File: config.mk
export PLATFORM = sky130hd
export DESIGN_NAME = light_encryptor
export DESIGN_NICKNAME = d
export VERILOG_FILES = /design/src/rtl/light_encryptor.sv
export SDC_FILE = /design/constraint.sdc
export NUM_CORES = 2
export LEC_CHECK = 0
export CAP_MARGIN = 20
export CORE_AREA = 2 2 564 566
export DETAILED_ROUTE_END_ITERATION = 16
export DIE_AREA = 0 0 566 568
export SETUP_SLACK_MARGIN = 0.2
export SYNTH_ARGS = -nofsm -noshare
export SYNTH_HDL_FRONTEND = slang
export SYNTH_SLANG_ARGS = --single-unit
File: constraint.sdc
create_clock -name clk -period 5.3 [get_ports clk]
set_input_delay 1.06 -clock clk [delete_from_list [all_inputs] [get_ports clk]]
set_output_delay 1.06 -clock clk [all_outputs]
set_load 0.05 [all_outputs]
File: src/rtl/light_encryptor.sv
// light_encryptor: encrypts a record as NUM_BLOCKS keystream-XORed 128-bit blocks and tags it.
// Optional: define LIGHT_ENC_SEQ_IN_TAG_EN to fold the sequence number into the final tag.
module light_encryptor #(
    parameter logic [127:0] KEY        = 128'h0123456789abcdeffedcba9876543210,
    parameter logic [127:0] MAC_KEY    = 128'h0f1e2d3c4b5a69788796a5b4c3d2e1f0,
    parameter int unsigned  NUM_BLOCKS = 5
) (
    input  logic                      clk,
    input  logic                      rst_n,
    input  logic [NUM_BLOCKS*128-1:0] req_plaintext,
    input  logic                      req_val,
    output logic                      req_rdy,
    output logic [NUM_BLOCKS*128-1:0] resp_ciphertext,
    output logic [127:0]              resp_hmac,
    output logic                      resp_val,
    input  logic                      resp_rdy,
    output logic [31:0]               resp_seq
);

    localparam int unsigned RW = NUM_BLOCKS * 128;
    localparam int unsigned BW = (NUM_BLOCKS > 1) ? $clog2(NUM_BLOCKS) : 1;
    localparam logic [BW-1:0] LAST = BW'(NUM_BLOCKS - 1);

    typedef enum logic [1:0] {
        S_IDLE,
        S_ENC,
        S_RESP
    } state_e;

    state_e        state_q, state_d;
    logic [31:0]   seq_q, seq_d;
    logic [BW-1:0] blk_q, blk_d;
    logic [RW-1:0] work_q, work_d;
    logic [127:0]  tag_q, tag_d;
    logic [RW-1:0] ct_q, ct_d;
    logic [127:0]  hmac_q, hmac_d;

    logic [127:0]  pt_blk;
    logic [127:0]  ks;
    logic [127:0]  ct_blk;
    logic [127:0]  tag_nx;
    logic [RW-1:0] work_nx;
    logic [127:0]  seq_bind;

`ifdef LIGHT_ENC_SEQ_IN_TAG_EN
    assign seq_bind = {96'h0, seq_q};
`else
    assign seq_bind = '0;
`endif

    // Datapath for the block currently selected by blk_q, written back in place.
    always_comb begin
        pt_blk  = '0;
        work_nx = work_q;
        for (int i = 0; i < NUM_BLOCKS; i++) begin
            if (blk_q == BW'(i)) begin
                pt_blk = work_q[i*128 +: 128];
            end
        end
        ks     = KEY ^ {seq_q, 32'(blk_q), 64'h0};
        ct_blk = pt_blk ^ ks;
        tag_nx = {tag_q[126:0], tag_q[127]} ^ ct_blk;
        for (int i = 0; i < NUM_BLOCKS; i++) begin
            if (blk_q == BW'(i)) begin
                work_nx[i*128 +: 128] = ct_blk;
            end
        end
    end

    // Next-state logic for the accept / encrypt / respond sequence.
    always_comb begin
        state_d = state_q;
        seq_d   = seq_q;
        blk_d   = blk_q;
        work_d  = work_q;
        tag_d   = tag_q;
        ct_d    = ct_q;
        hmac_d  = hmac_q;
        unique case (state_q)
            S_IDLE: begin
                if (req_val) begin
                    work_d  = req_plaintext;
                    tag_d   = MAC_KEY;
                    blk_d   = '0;
                    state_d = S_ENC;
                end
            end
            S_ENC: begin
                work_d = work_nx;
                tag_d  = tag_nx;
                if (blk_q == LAST) begin
                    ct_d    = work_nx;
                    hmac_d  = tag_nx ^ seq_bind;
                    blk_d   = '0;
                    state_d = S_RESP;
                end else begin
                    blk_d = blk_q + 1'b1;
                end
            end
            S_RESP: begin
                if (resp_rdy) begin
                    seq_d   = seq_q + 32'd1;
                    state_d = S_IDLE;
                end
            end
            default: begin
                state_d = S_IDLE;
            end
        endcase
    end

    // State registers; reset drops any in-flight record.
    always_ff @(posedge clk or negedge rst_n) begin
        if (!rst_n) begin
            state_q <= S_IDLE;
            seq_q   <= '0;
            blk_q   <= '0;
            work_q  <= '0;
            tag_q   <= '0;
            ct_q    <= '0;
            hmac_q  <= '0;
        end else begin
            state_q <= state_d;
            seq_q   <= seq_d;
            blk_q   <= blk_d;
            work_q  <= work_d;
            tag_q   <= tag_d;
            ct_q    <= ct_d;
            hmac_q  <= hmac_d;
        end
    end

    assign req_rdy         = (state_q == S_IDLE);
    assign resp_val        = (state_q == S_RESP);
    assign resp_ciphertext = ct_q;
    assign resp_hmac       = hmac_q;
    assign resp_seq        = seq_q;

endmodule
; ---- After elaboration in Yosys (flattened, before gate mapping)
; Cells that the tools add are included.
[classes]
reduce_logical = 7
bitwise_logic = 3
add_sub_neg = 2
muxes = 21
n_eq_ne = 9
[op_table]
columns = operator, count
row1 = 2-to-1 mux 128 bit, 11
row2 = case mux 640 bit (2 select lines), 1
row3 = 2-to-1 mux 640 bit, 1
row4 = case mux 128 bit (2 select lines), 1
row5 = XOR 128 bit, 2
row6 = NOT 64 bit, 1
row7 = adder 32 x 1 -> 32 bit (second input constant), 1
row8 = equality test 3 x 2 -> 1 bit (second input constant), 2
row9 = 2-to-1 mux 2 bit, 3
row10 = 2-to-1 mux 3 bit, 2
row11 = case mux 2 bit (3 select lines), 1
row12 = case mux 3 bit (2 select lines), 1
row13 = AND reduction 2 bit, 3
row14 = != test 2 bit (second input constant), 2
row15 = adder 3 x 1 -> 3 bit (second input constant), 1
row16 = equality test 3 x 1 -> 1 bit (second input constant), 1
row17 = equality test 3 bit (second input constant), 1
row18 = zero test 3 bit, 1
row19 = AND reduction 3 bit, 1
row20 = equality test 2 x 1 -> 1 bit (second input constant), 1
row21 = equality test 2 bit (second input constant), 1
row22 = zero test 2 bit, 1
row23 = != test 2 x 1 -> 1 bit (second input constant), 1
row24 = nonzero test 2 bit, 1
[word_totals]
elab_cells = 49
inputBits = 644
register_bits = 1573
output_inout_bits = 802

; ---- Logic depth before layout (Yosys ltp)
[depth]
depth_word = 9
ltp_mapped = 14
ltp_nobuf = 7

; ---- Least setup slack after synthesis
; Ideal clock, no wire load.
[synth_path]
kind = register to output
start = reg state_q[1]
end = out resp_val
arrival_time_ns = 1.641
required_ns = 4.240
path_slack_ns = 2.599
n_path_buf = 2
path_stages_with_launch = 4
cell_sequence = dfrtp_1 clkbuf_1 clkbuf_1 nor2b_1
[synth_between]
elab_chain_cells = 1
[synth_rtl]
columns = element, line
row1 = start: declaration, 30  ; state_e state_q, state_d;
row2 = start signal: assignment, 123  ; state_q <= state_d;
row3 = equality test 2 bit, 134  ; assign resp_val = (state_q == S_RESP);
row4 = end: declaration, 15  ; output logic resp_val,
; No other way between the ends.

; ---- Final worst setup path
[layout_path]
start = reg state_q[0]
end = out resp_val
; Same word-level chain as after synthesis.

==> metrics.md <==
| Metric | Value |
|---|---|
| Netlist Area Pre-Place | 72600 um2 |
| Avg WL per Cell | 35.8 um |
| Total GRT Usage | 0.285 |
| Vias per cell | 5.37 |
| Wire length of the first global-routing pass | 629 mm |
| Placed Instances | ~13000 |
| Std-Cell Rows | slightly above 200 |
| Final number of hold-violating endpoints | 0 |
| Most common cell after layout, fill and taps aside | nand2_1 |
| Share of cells above drive strength 1 | 0.0753 |
| Pin slew with the least headroom to its limit | 1200 ps |
| Power per Cell Area | 868 nW/um2 |
| Source-to-sink clock delay at the later pin of the worst-skew pair | 900 ps |
| Root buffer cell | clkbuf_16 |
| Post-route clock period utilization | 0.845 |
| Global routing usage on met1 | 0.357 |
| Max-cap violation count | 0 |
| Crit start category | flop |
| Die Y | 568 um |
| Number of gates given a new drive strength after cts | 0 |
| Dominant cells by area after synthesis | dfrtp_1, nand2_1, a21oi_1, o21ai_0, o22ai_1 |
| Core footprint | 316000 um2 |
| Via total after detailed routing | 71463 |
| Router iterations before antenna repair | 8 |
| Clock transition at the registers of the reported paths | 60 ps |
| Category of the worst setup path capture point | output port |
| Status | completed |
| Final Hold Slack | 203 ps |
| M2 GR Usage | 0.409 |
| Register bit count reported by yosys | ~1600 |
| Achievable Freq | between 200 and 250 MHz |
| Grt ovf | 0 |
| Post-synth top area share | 0.542 |
| Pin count of the biggest net entering global routing | 186 |
| Number of design rule violations left after detail routing | 0 |
| Data arrival time of the critical path | 3420 ps |
| Required arrival time at the worst endpoint | 4240 ps |
| Worst-path maximum fanout | 45 |
| Number of flops mapped to enable cells by yosys | 0 |
| Starting density of the core | 0.230 |
| Worst min-delay path category | in -> async |
| Final worst clock skew | 68.9 ps |
| Maximum number of buffers from clock root to sink | 4 |
| Instance count of the mapped netlist | 7713 |
| Unrepaired setup endpoints after global routing | false |
| Register-to-register setup slack | about 1100 ps |
| Async set-reset flop share out of synthesis | 1.00 |
| Endpoint of the worst register-to-register path | resp_hmac[100] |
| Area enclosed by the die boundary | approximately 320000 um2 |
| Startpoint of the most critical setup path | state_q[0] |
| GRT busiest layer | met2 |
| Worst slew margin relative to its limit | 0.195 |
| Main flop type after synthesis | dfrtp_1 |
| Syn Nets | 8363 |
| Mapped Avg Cell Area | roughly 9.4 um2 |
| Number of antenna violations at the first check in global routing | 163 |
| Power consumption | 0.0855 W |
| Number of DRC markers after the initial detailed-route iteration | 9787 |
| Minimum clock period | 4480 ps |
| Cell taking the most area after synthesis | dfrtp_1 |
| Final wirelength | 476 mm |
| Die width | 566 um |
| Global Route met3 Usage | 0.133 |
| Area Growth Syn to Fin | 35.8% |
| Start of the worst register-to-register path | blk_q[1] |
| Number of clock sinks seen by CTS | 1573 |
| Post-layout net count | 9508 |
| Count of nets left with antenna violations after detail routing | 0 |
| Maximum ir drop on the vdd rail | 482 uV |
| Non-filler instance count after layout | ~13000 |
| TritonCTS clock tree | built |
| Path type of the worst setup path | reg -> out |
| Final setup violation count | 0 |
| Port-buffer cells | roughly 1400 |
| Leakage power of the design | 41.9 nW |
| Number of buffers inserted by post-CTS setup repair | 0 |
| Synth warnings | 0 |
| Number of pins with negative max-slew slack in the final report | 0 |
| I/O pins | between 1000 and 1500 |
| Depth of the CTS H-tree | 4 |
| Number of global-route vias before repair | 66927 |
| DP Wirelength | 350 mm |
| Most used cells in the layout excluding fill and tap cells | nand2_1, dfrtp_1, clkdlybuf4s50_1 |
| Count of unique library cells instantiated by Yosys | 78 |
| Inserted Clock Buffers | approximately 190 |
| Share of the yosys chip area belonging to registers | 0.542 |
| TNS Setup | 0 ps |
| Logic depth of the worst register-to-register path | 8 |
| Placer's final routability congestion estimate | 0.944 |
| Total of hold buffers inserted after clock tree synthesis | 0 |
per-layer routing:
layer,share of wire,wire [um],vias to the layer above
met1,0.40,188000,36210
met4,0.053,25300,52
li1,-,-,29614
met3,0.14,64500,891
met2,0.42,198000,4696
met5,0.00069,329,-
sequential cells by signal, indices dropped and copies added, names as in the netlist, named ones only:
name	flops
work_q	596
tag_q	128
resp_ciphertext	640
state_q	2
resp_seq	32
resp_hmac	128
blk_q	3
worst max-delay path, stage by stage (launching register included):
cell             delay (ps)
dfrtp_4                 760
buf_12                  320
nor2b_1                 400
clkdlybuf4s50_1         890
worst max-delay path by stage:
stage                          end
global route              resp_val
finish                    resp_val
floorplan                 resp_val
CTS                       resp_val
global placement       work_q[610]
detailed placement  resp_hmac[111]
logic make-up after synthesis:
| kind of cell | count (synthesis) | synth area share |
|---|---|---|
| mux | 114 | 0.0163 |
| buf+inv | 791 | 0.0455 |
| simple gates | 2459 | 0.146 |
| compound gates | 2527 | 0.218 |
| fa+ha+maj | 6 | 0.00103 |
| xor+xnor | 243 | 0.0312 |
| flops | 1573 | 0.542 |
final cells by class:
class	instances	area [um2]
Antenna cell	112	280
Clock buffer	259	5370
Clock inverter	86	1140
Fill cell	32913	218000
Inverter	131	499
Multi-Input combinational cell	5349	30300
Sequential cell	1573	39400
Tap cell	4180	5230
Timing Repair Buffer	1614	16400
cell usage after synthesis, drive strengths merged (7+ instances only):
| cell | number |
|---|---|
| a2111o | 7 |
| a2111oi | 13 |
| a211o | 11 |
| a211oi | 84 |
| a21o | 63 |
| a21oi | 818 |
| a221o | 44 |
| a221oi | 73 |
| a22o | 16 |
| a22oi | 145 |
| a31o | 19 |
| a31oi | 47 |
| a32oi | 12 |
| and2 | 22 |
| and3 | 61 |
| and3b | 15 |
| buf | 253 |
| clkbuf | 407 |
| dfrtp | 1573 |
| inv | 131 |
| mux2 | 33 |
| mux2i | 81 |
| nand2 | 1722 |
| nand2b | 31 |
| nand3 | 61 |
| nand3b | 104 |
| nand4 | 10 |
| nor2 | 262 |
| nor2b | 70 |
| nor3 | 22 |
| nor3b | 52 |
| o211ai | 16 |
| o21a | 17 |
| o21ai | 584 |
| o221a | 19 |
| o221ai | 37 |
| o22a | 79 |
| o22ai | 386 |
| o31ai | 9 |
| or3 | 8 |
| xnor2 | 98 |
| xnor3 | 10 |
| xor2 | 135 |
stage by stage:
stage	cell area (um2)	setup WS, ps	util
6_report	98600	819	0.312
5_1_grt	98500	739	0.311
4_1_cts	98300	754	0.311
3_5_place_dp	91800	1230	0.290
3_3_place_gp	91700	1310	0.290
2_1_floorplan	72600	2600	-
power by group:
| group | internal [W] | leakage, nW | switching [W] |
|---|---|---|---|
| Sequential | 0.0178 | 18.8 | 0.00624 |
| Combinational | 0.0140 | 19.9 | 0.0334 |
| Clock | 0.00816 | 3.20 | 0.00592 |
No activity file was read; power rests on OpenSTA's default activity.
